==> src/rtl/sram1rw_req_ctrl_if.sv <==
// Request/response channel bundle for the 1RW SRAM controller.
// master = initiator side, slave = controller side.
interface sram1rw_req_ctrl_if #(
    parameter int ADDR_W = 7,
    parameter int DATA_W = 12
);
    logic              req_valid;
    logic              req_ready;
    logic              req_write;
    logic [ADDR_W-1:0] req_addr;
    logic [DATA_W-1:0] req_wdata;
    logic              resp_valid;
    logic              resp_ready;
    logic [DATA_W-1:0] resp_rdata;

    modport master (
        output req_valid, req_write, req_addr, req_wdata, resp_ready,
        input  req_ready, resp_valid, resp_rdata
    );

    modport slave (
        input  req_valid, req_write, req_addr, req_wdata, resp_ready,
        output req_ready, resp_valid, resp_rdata
    );
endinterface

==> src/rtl/sram1rw_req_ctrl.sv <==
// Initiator-side controller for a 1RW SRAM macro: zero-fill after
// reset, then valid/ready requests with in-order buffered read data.
module sram1rw_req_ctrl #(
    parameter int ADDR_W  = 7,
    parameter int DATA_W  = 12,
    parameter int DEPTH   = 128,
    parameter bit INIT_EN = 1'b1
) (
    input  logic              clock,
    input  logic              reset,
    sram1rw_req_ctrl_if.slave bus,
    output logic              init_done,
    output logic              sram_csb,
    output logic              sram_web,
    output logic              sram_oeb,
    output logic [ADDR_W-1:0] sram_a,
    output logic [DATA_W-1:0] sram_i,
    input  logic [DATA_W-1:0] sram_o
);
    typedef enum logic {S_INIT, S_RUN} state_t;

    localparam logic [ADDR_W:0] LAST = (ADDR_W+1)'(DEPTH - 1);

    state_t            state;
    state_t            state_nxt;
    logic [ADDR_W:0]   cnt;
    logic [ADDR_W:0]   cnt_nxt;
    logic              req_ready;
    logic              fire;
    logic              credit;
    logic              rd_pending;
    logic [DATA_W-1:0] fifo_q [2];
    logic              wr_ptr;
    logic              rd_ptr;
    logic [1:0]        count;
    logic [1:0]        used;
    logic              resp_valid;
    logic              push;
    logic              pop;

    assign resp_valid     = (count != 2'd0) && !reset;
    assign pop            = resp_valid && bus.resp_ready;
    assign push           = rd_pending;
    assign used           = count + {1'b0, rd_pending};
    assign credit         = (used < 2'd2) || pop;
    assign bus.req_ready  = req_ready;
    assign bus.resp_valid = resp_valid;
    assign bus.resp_rdata = fifo_q[rd_ptr];

    // State and init address counter
    always_ff @(posedge clock) begin
        if (reset) begin
            state <= INIT_EN ? S_INIT : S_RUN;
            cnt   <= '0;
        end else begin
            state <= state_nxt;
            cnt   <= cnt_nxt;
        end
    end

    // Next state, handshake and SRAM pin drive
    always_comb begin
        state_nxt = state;
        cnt_nxt   = cnt;
        init_done = 1'b0;
        req_ready = 1'b0;
        fire      = 1'b0;
        sram_csb  = 1'b1;
        sram_web  = 1'b1;
        sram_oeb  = 1'b1;
        sram_a    = bus.req_addr;
        sram_i    = bus.req_wdata;
        if (!reset) begin
            unique case (state)
                S_INIT: begin
                    sram_csb = 1'b0;
                    sram_web = 1'b0;
                    sram_a   = cnt[ADDR_W-1:0];
                    sram_i   = '0;
                    cnt_nxt  = cnt + 1'b1;
                    if (cnt == LAST) state_nxt = S_RUN;
                end
                S_RUN: begin
                    init_done = 1'b1;
                    req_ready = bus.req_write || credit;
                    fire      = bus.req_valid && req_ready;
                    sram_csb  = !fire;
                    sram_web  = !(fire && bus.req_write);
                    sram_oeb  = !(fire && !bus.req_write);
                end
                default: ;
            endcase
        end
    end

    // Read pipeline tracking and response FIFO occupancy
    always_ff @(posedge clock) begin
        if (reset) begin
            rd_pending <= 1'b0;
            wr_ptr     <= 1'b0;
            rd_ptr     <= 1'b0;
            count      <= 2'd0;
        end else begin
            rd_pending <= fire && !bus.req_write;
            if (push) wr_ptr <= ~wr_ptr;
            if (pop) rd_ptr <= ~rd_ptr;
            unique case ({push, pop})
                2'b10:   count <= count + 2'd1;
                2'b01:   count <= count - 2'd1;
                default: ;
            endcase
        end
    end

    // Response FIFO storage, captures SRAM output one cycle after a read
    always_ff @(posedge clock) begin
        if (push) fifo_q[wr_ptr] <= sram_o;
    end
endmodule

==> src/flat_wrapper.sv <==
// flat-port wrapper written by rule: the top's interface ports become plain ports
module sram1rw_req_ctrl_flat 
#(
    parameter int ADDR_W  = 7,
    parameter int DATA_W  = 12,
    parameter int DEPTH   = 128,
    parameter bit INIT_EN = 1'b1
)
  (clock, reset, init_done, sram_csb, sram_web, sram_oeb, sram_a, sram_i, sram_o, bus_req_valid, bus_req_write, bus_req_addr, bus_req_wdata, bus_resp_ready, bus_req_ready, bus_resp_valid, bus_resp_rdata);
  sram1rw_req_ctrl_if #(.ADDR_W(ADDR_W), .DATA_W(DATA_W)) bus_i ();
  input  logic clock;
  input  logic reset;
  output logic init_done;
  output logic sram_csb;
  output logic sram_web;
  output logic sram_oeb;
  output logic [ADDR_W-1:0] sram_a;
  output logic [DATA_W-1:0] sram_i;
  input  logic [DATA_W-1:0] sram_o;
  input wire logic [$bits(bus_i.req_valid)-1:0] bus_req_valid;
  input wire logic [$bits(bus_i.req_write)-1:0] bus_req_write;
  input wire logic [$bits(bus_i.req_addr)-1:0] bus_req_addr;
  input wire logic [$bits(bus_i.req_wdata)-1:0] bus_req_wdata;
  input wire logic [$bits(bus_i.resp_ready)-1:0] bus_resp_ready;
  output wire logic [$bits(bus_i.req_ready)-1:0] bus_req_ready;
  output wire logic [$bits(bus_i.resp_valid)-1:0] bus_resp_valid;
  output wire logic [$bits(bus_i.resp_rdata)-1:0] bus_resp_rdata;
  assign bus_i.req_valid = bus_req_valid;
  assign bus_i.req_write = bus_req_write;
  assign bus_i.req_addr = bus_req_addr;
  assign bus_i.req_wdata = bus_req_wdata;
  assign bus_i.resp_ready = bus_resp_ready;
  assign bus_req_ready = bus_i.req_ready;
  assign bus_resp_valid = bus_i.resp_valid;
  assign bus_resp_rdata = bus_i.resp_rdata;
  sram1rw_req_ctrl #(.ADDR_W(ADDR_W), .DATA_W(DATA_W), .DEPTH(DEPTH), .INIT_EN(INIT_EN)) u_core (.clock(clock), .reset(reset), .bus(bus_i), .init_done(init_done), .sram_csb(sram_csb), .sram_web(sram_web), .sram_oeb(sram_oeb), .sram_a(sram_a), .sram_i(sram_i), .sram_o(sram_o));
endmodule
==> config.mk <==
export PLATFORM = sky130hd
export DESIGN_NAME = sram1rw_req_ctrl_flat
export DESIGN_NICKNAME = d
export VERILOG_FILES = /design/src/rtl/sram1rw_req_ctrl_if.sv /design/src/rtl/sram1rw_req_ctrl.sv /design/src/flat_wrapper.sv
export SDC_FILE = /design/constraint.sdc
export NUM_CORES = 1
export LEC_CHECK = 0
export CORE_MARGIN = 2
export CORE_UTILIZATION = 38
export DETAILED_ROUTE_END_ITERATION = 8
export HOLD_SLACK_MARGIN = 0.06
export PLACE_DENSITY = 0.75
export SYNTH_ARGS = -nofsm -noshare
export SYNTH_HDL_FRONTEND = slang
export SYNTH_SLANG_ARGS = --single-unit
==> constraint.sdc <==
create_clock -name clock -period 1.97 [get_ports clock]
set_input_delay 0.394 -clock clock [delete_from_list [all_inputs] [get_ports clock]]
set_output_delay 0.394 -clock clock [all_outputs]
set_load 0.03 [all_outputs]
==> impl_results.md <==
* First-pass GRT wire length at around 6.6 mm
* Lkg Pwr at 1.170 nW
* Worst-margin pin slew at between 0.5 and 0.6 ns
* Post-synth top cells: edfxtp_1, mux2_2, dfxtp_1
* Max_cap viols at 0
* CP peak stage delay at 0.49 ns
* Worst endpoint required time at ~1.6 ns
* Antenna viol nets, final at 0
* Syn Nets at 179
* All-layer global routing usage at 0.1632
* Final net count at between 200 and 300
* RSZ-0062 raised after global routing: yes
* CP Cell Sequence: and3b_1 -> o211a_1 -> or4b_4 -> buf_6
* WL per Instance at between 10 and 15 microns
* Vias at 1,414
* CORE AREA at 4444 sq um
* Largest area contributor in the netlist: edfxtp_1
* Initial Util at 0.4023
* VDD IR-drop max at 0.0002854 V
* Max-slew violations at 0
* Max clock buf depth at 2
* Post-DP HPWL at 2.709 mm
* Initial antenna violation count at 0
* Syn avg cell area at 12.68 sq um
* Setup WS post-layout at -0.1012 ns
* Worst Hold Slack at around 0.47 ns
* Failing checks: setup timing
* Root Buffer: clkbuf_8
* Port bufs at 72
* Die height at 72.60 microns
* Crit path launch type: register
* Yosys reg bits at 39
* Drt first pass iters at 4
* Row cnt at 24
* Diode count at 0
* Crit Path Category: reg2out
* WL final at 4.004 mm
* PwrDens at 634.1 nW/um^2
* Reg power frac at 0.484
* Final GP Congestion at 0.7154
* CTS tree: yes
* Rel. slew slack at 0.6288
* Combinational share of power at 0.141
* Fmax at ~0.48 GHz
* Final Setup Violations at 1
* Sw frac at 0.2145
* Critical Path End Type: output pin
* Synth Instances at 141
* Tightest Hold Check Type: reg2reg
* Final Cycle Share at 1.051
* Top-area cell type share of the netlist area at 0.4031
* Worst-path clk slew at 0.07 ns
* Clock Sinks at 39
* Pin count of the biggest net entering global routing at 15
* Critical Path AT at between 1.5 and 2 ns
* Asr flop ratio synth at 0
* First-iteration detailed-routing DRC count at 43
* NetSw at 0.3876 mW
* Number of flops mapped to enable cells by yosys at 24
* Hold Fails Final Rpt at 0
* Setup total negative slack at -0.1012 ns
* Crit path max-delay cell type: or4b_4
* Mapped Area at roughly 1800 sq um
* Fillers at 377
* Via density at 4.826
* Vias in the first global route at 1,511
* Residual DRC at 0
* # IOs at 73
* Die Area at 5270 sq um
* YS warnings at 0
* H-tree depth at 2
* Crit-path max FO at 3
* Fin crit period at ~2.1 ns
* Pre-CTS WS at -0.7913 ns
* Die Wd at 72.60 microns
* Post-synthesis sequential area ratio at 0.5710
* Ys flop type: edfxtp_1
* Most numerous cell in the Yosys netlist: edfxtp_1
* Fin util at 0.6413
* Clk pwr share at 0.376
* Synth area leaders: edfxtp_1, dfxtp_1, mux2_2, nor2b_1, nor2_1
* Area grow syn2layout at 59.41%
* Worst clock skew at roughly 0.0020 ns
* Worst-skew pair later-pin latency at 0.28 ns
* Yosys cell types at 38
* Layout cells sized above 1 at 0.3734
* HP Start: u_core.rd_ptr$_SDFFE_PP0P_
* R2r startpoint: u_core.count[1]$_SDFFE_PP0P_
* Internal power at 1.420 mW
* Clock buffer count from CTS at 5
* Grt ovf at 0
* Origin of the worst setup path: u_core.count[1]$_SDFFE_PP0P_
* Status: finished, violations left
==> power by group through the flow <==
stage / Combinational (mW) / Sequential, mW / Clock, mW
detailed placement: 0.237 / 0.894 / 0
finish: 0.254 / 0.875 / 0.679
global route: 0.271 / 0.875 / 0.746
CTS: 0.255 / 0.876 / 0.702
global placement: 0.234 / 0.894 / 0
floorplan: 0.104 / 0.894 / 0
==> path summary, 6_finish.rpt <==
check / to / slack, ns / cells past startpoint
max: sram_oeb / -0.10 / 4
min: u_core.rd_ptr$_SDFFE_PP0P_ / 0.47 / 1
max reg2reg: u_core.count[1]$_SDFFE_PP0P_ / 0.15 / 6
min reg2reg: u_core.rd_ptr$_SDFFE_PP0P_ / 0.47 / 1
==> state kept, by name, summed over array words and instances (netlist names), named ones only <==
signal and count:
u_core.rd_ptr 1, u_core.wr_ptr 1, u_core.state 1, u_core.cnt 8, u_core.fifo_q 24, u_core.count 2, u_core.push 1
==> worst max-delay path: cells and delay by family (launching register included) <==
family                 cells  cell delay (ns)
AO/OA/AOI/OAI              1             0.22
buffers and inverters      1             0.15
flip-flops                 1             0.34
AND/OR/NAND/NOR            2             0.68
==> layer usage <==
| metal | GRT usage | share of wire | vias up |
|---|---|---|---|
| li1 | - | - | 699 |
| met1 | 0.1721 | 0.40 | 643 |
| met2 | 0.3010 | 0.51 | 66 |
| met3 | 0.06215 | 0.083 | 6 |
| met4 | 0.04527 | 0.013 | 0 |
| met5 | 0 | 0 | - |
==> cell type report <==
class / instances / area (sq um) / share of cell area
Multi-Input combinational cell: 91 / 737.0 / 0.2586
Timing Repair Buffer: 98 / 885.9 / 0.3108
Sequential cell: 39 / 1026 / 0.3600
Clock inverter: 2 / 35.03 / 0.01229
Tap cell: 52 / 65.06 / 0.02283
Inverter: 5 / 18.77 / 0.006585
Clock buffer: 6 / 82.58 / 0.02897
==> cells by family after synthesis <==
| family | after synthesis | share of synthesized area |
|---|---|---|
| buffers and inverters | 11 | 0.02869 |
| flip-flops | 39 | 0.5710 |
| adder cells (fa/ha/maj) | 2 | 0.01399 |
| AND/OR/NAND/NOR | 46 | 0.1596 |
| multiplexers | 23 | 0.1428 |
| XOR/XNOR | 7 | 0.03429 |
| AO/OA/AOI/OAI | 13 | 0.04969 |
==> through the flow <==
| stage | instances | instance area (sq um) | power [mW] |
|---|---|---|---|
| final | 293 | 2850 | 1.807 |
| after global routing | 293 | 2850 | 1.892 |
| after CTS | 293 | 2851 | 1.832 |
| after detailed placement | 278 | 2670 | 1.131 |
| after global placement | 278 | 2670 | 1.129 |
| after floorplan | 141 | 1795 | 0.9981 |
==> what timing repair did <==
action | in CTS | in global routing
gates cloned | 1 | 0
pin swaps | 1 | 1
buffers inserted | 6 | 0
resized for setup | 65 | 3
hold buffers | 0 | 0
endpoints found under the setup margin | 35 | 12
==> layout by cell type, fill, tap and decap left out, types with 2 or more instances in the layout <==
master,synthesis,layout
nor2_1,10,10
nand4b_1,3,3
buf_4,0,38
or3_1,2,2
buf_6,1,4
nor2b_1,10,10
xnor2_1,3,3
nand2_1,2,2
ha_1,2,2
mux2_2,20,19
inv_1,5,5
and2b_1,3,3
clkbuf_8,0,6
dfxtp_1,15,13
o21ai_0,3,3
xor2_1,4,4
buf_12,0,2
dlygate4sd2_1,0,14
edfxtp_1,24,24
and2b_2,2,2
and2_1,2,2
mux2i_1,3,3
a21oi_1,4,4
buf_2,2,5
clkdlybuf4s50_1,0,32
No activity file was read; power rests on OpenSTA's default activity.
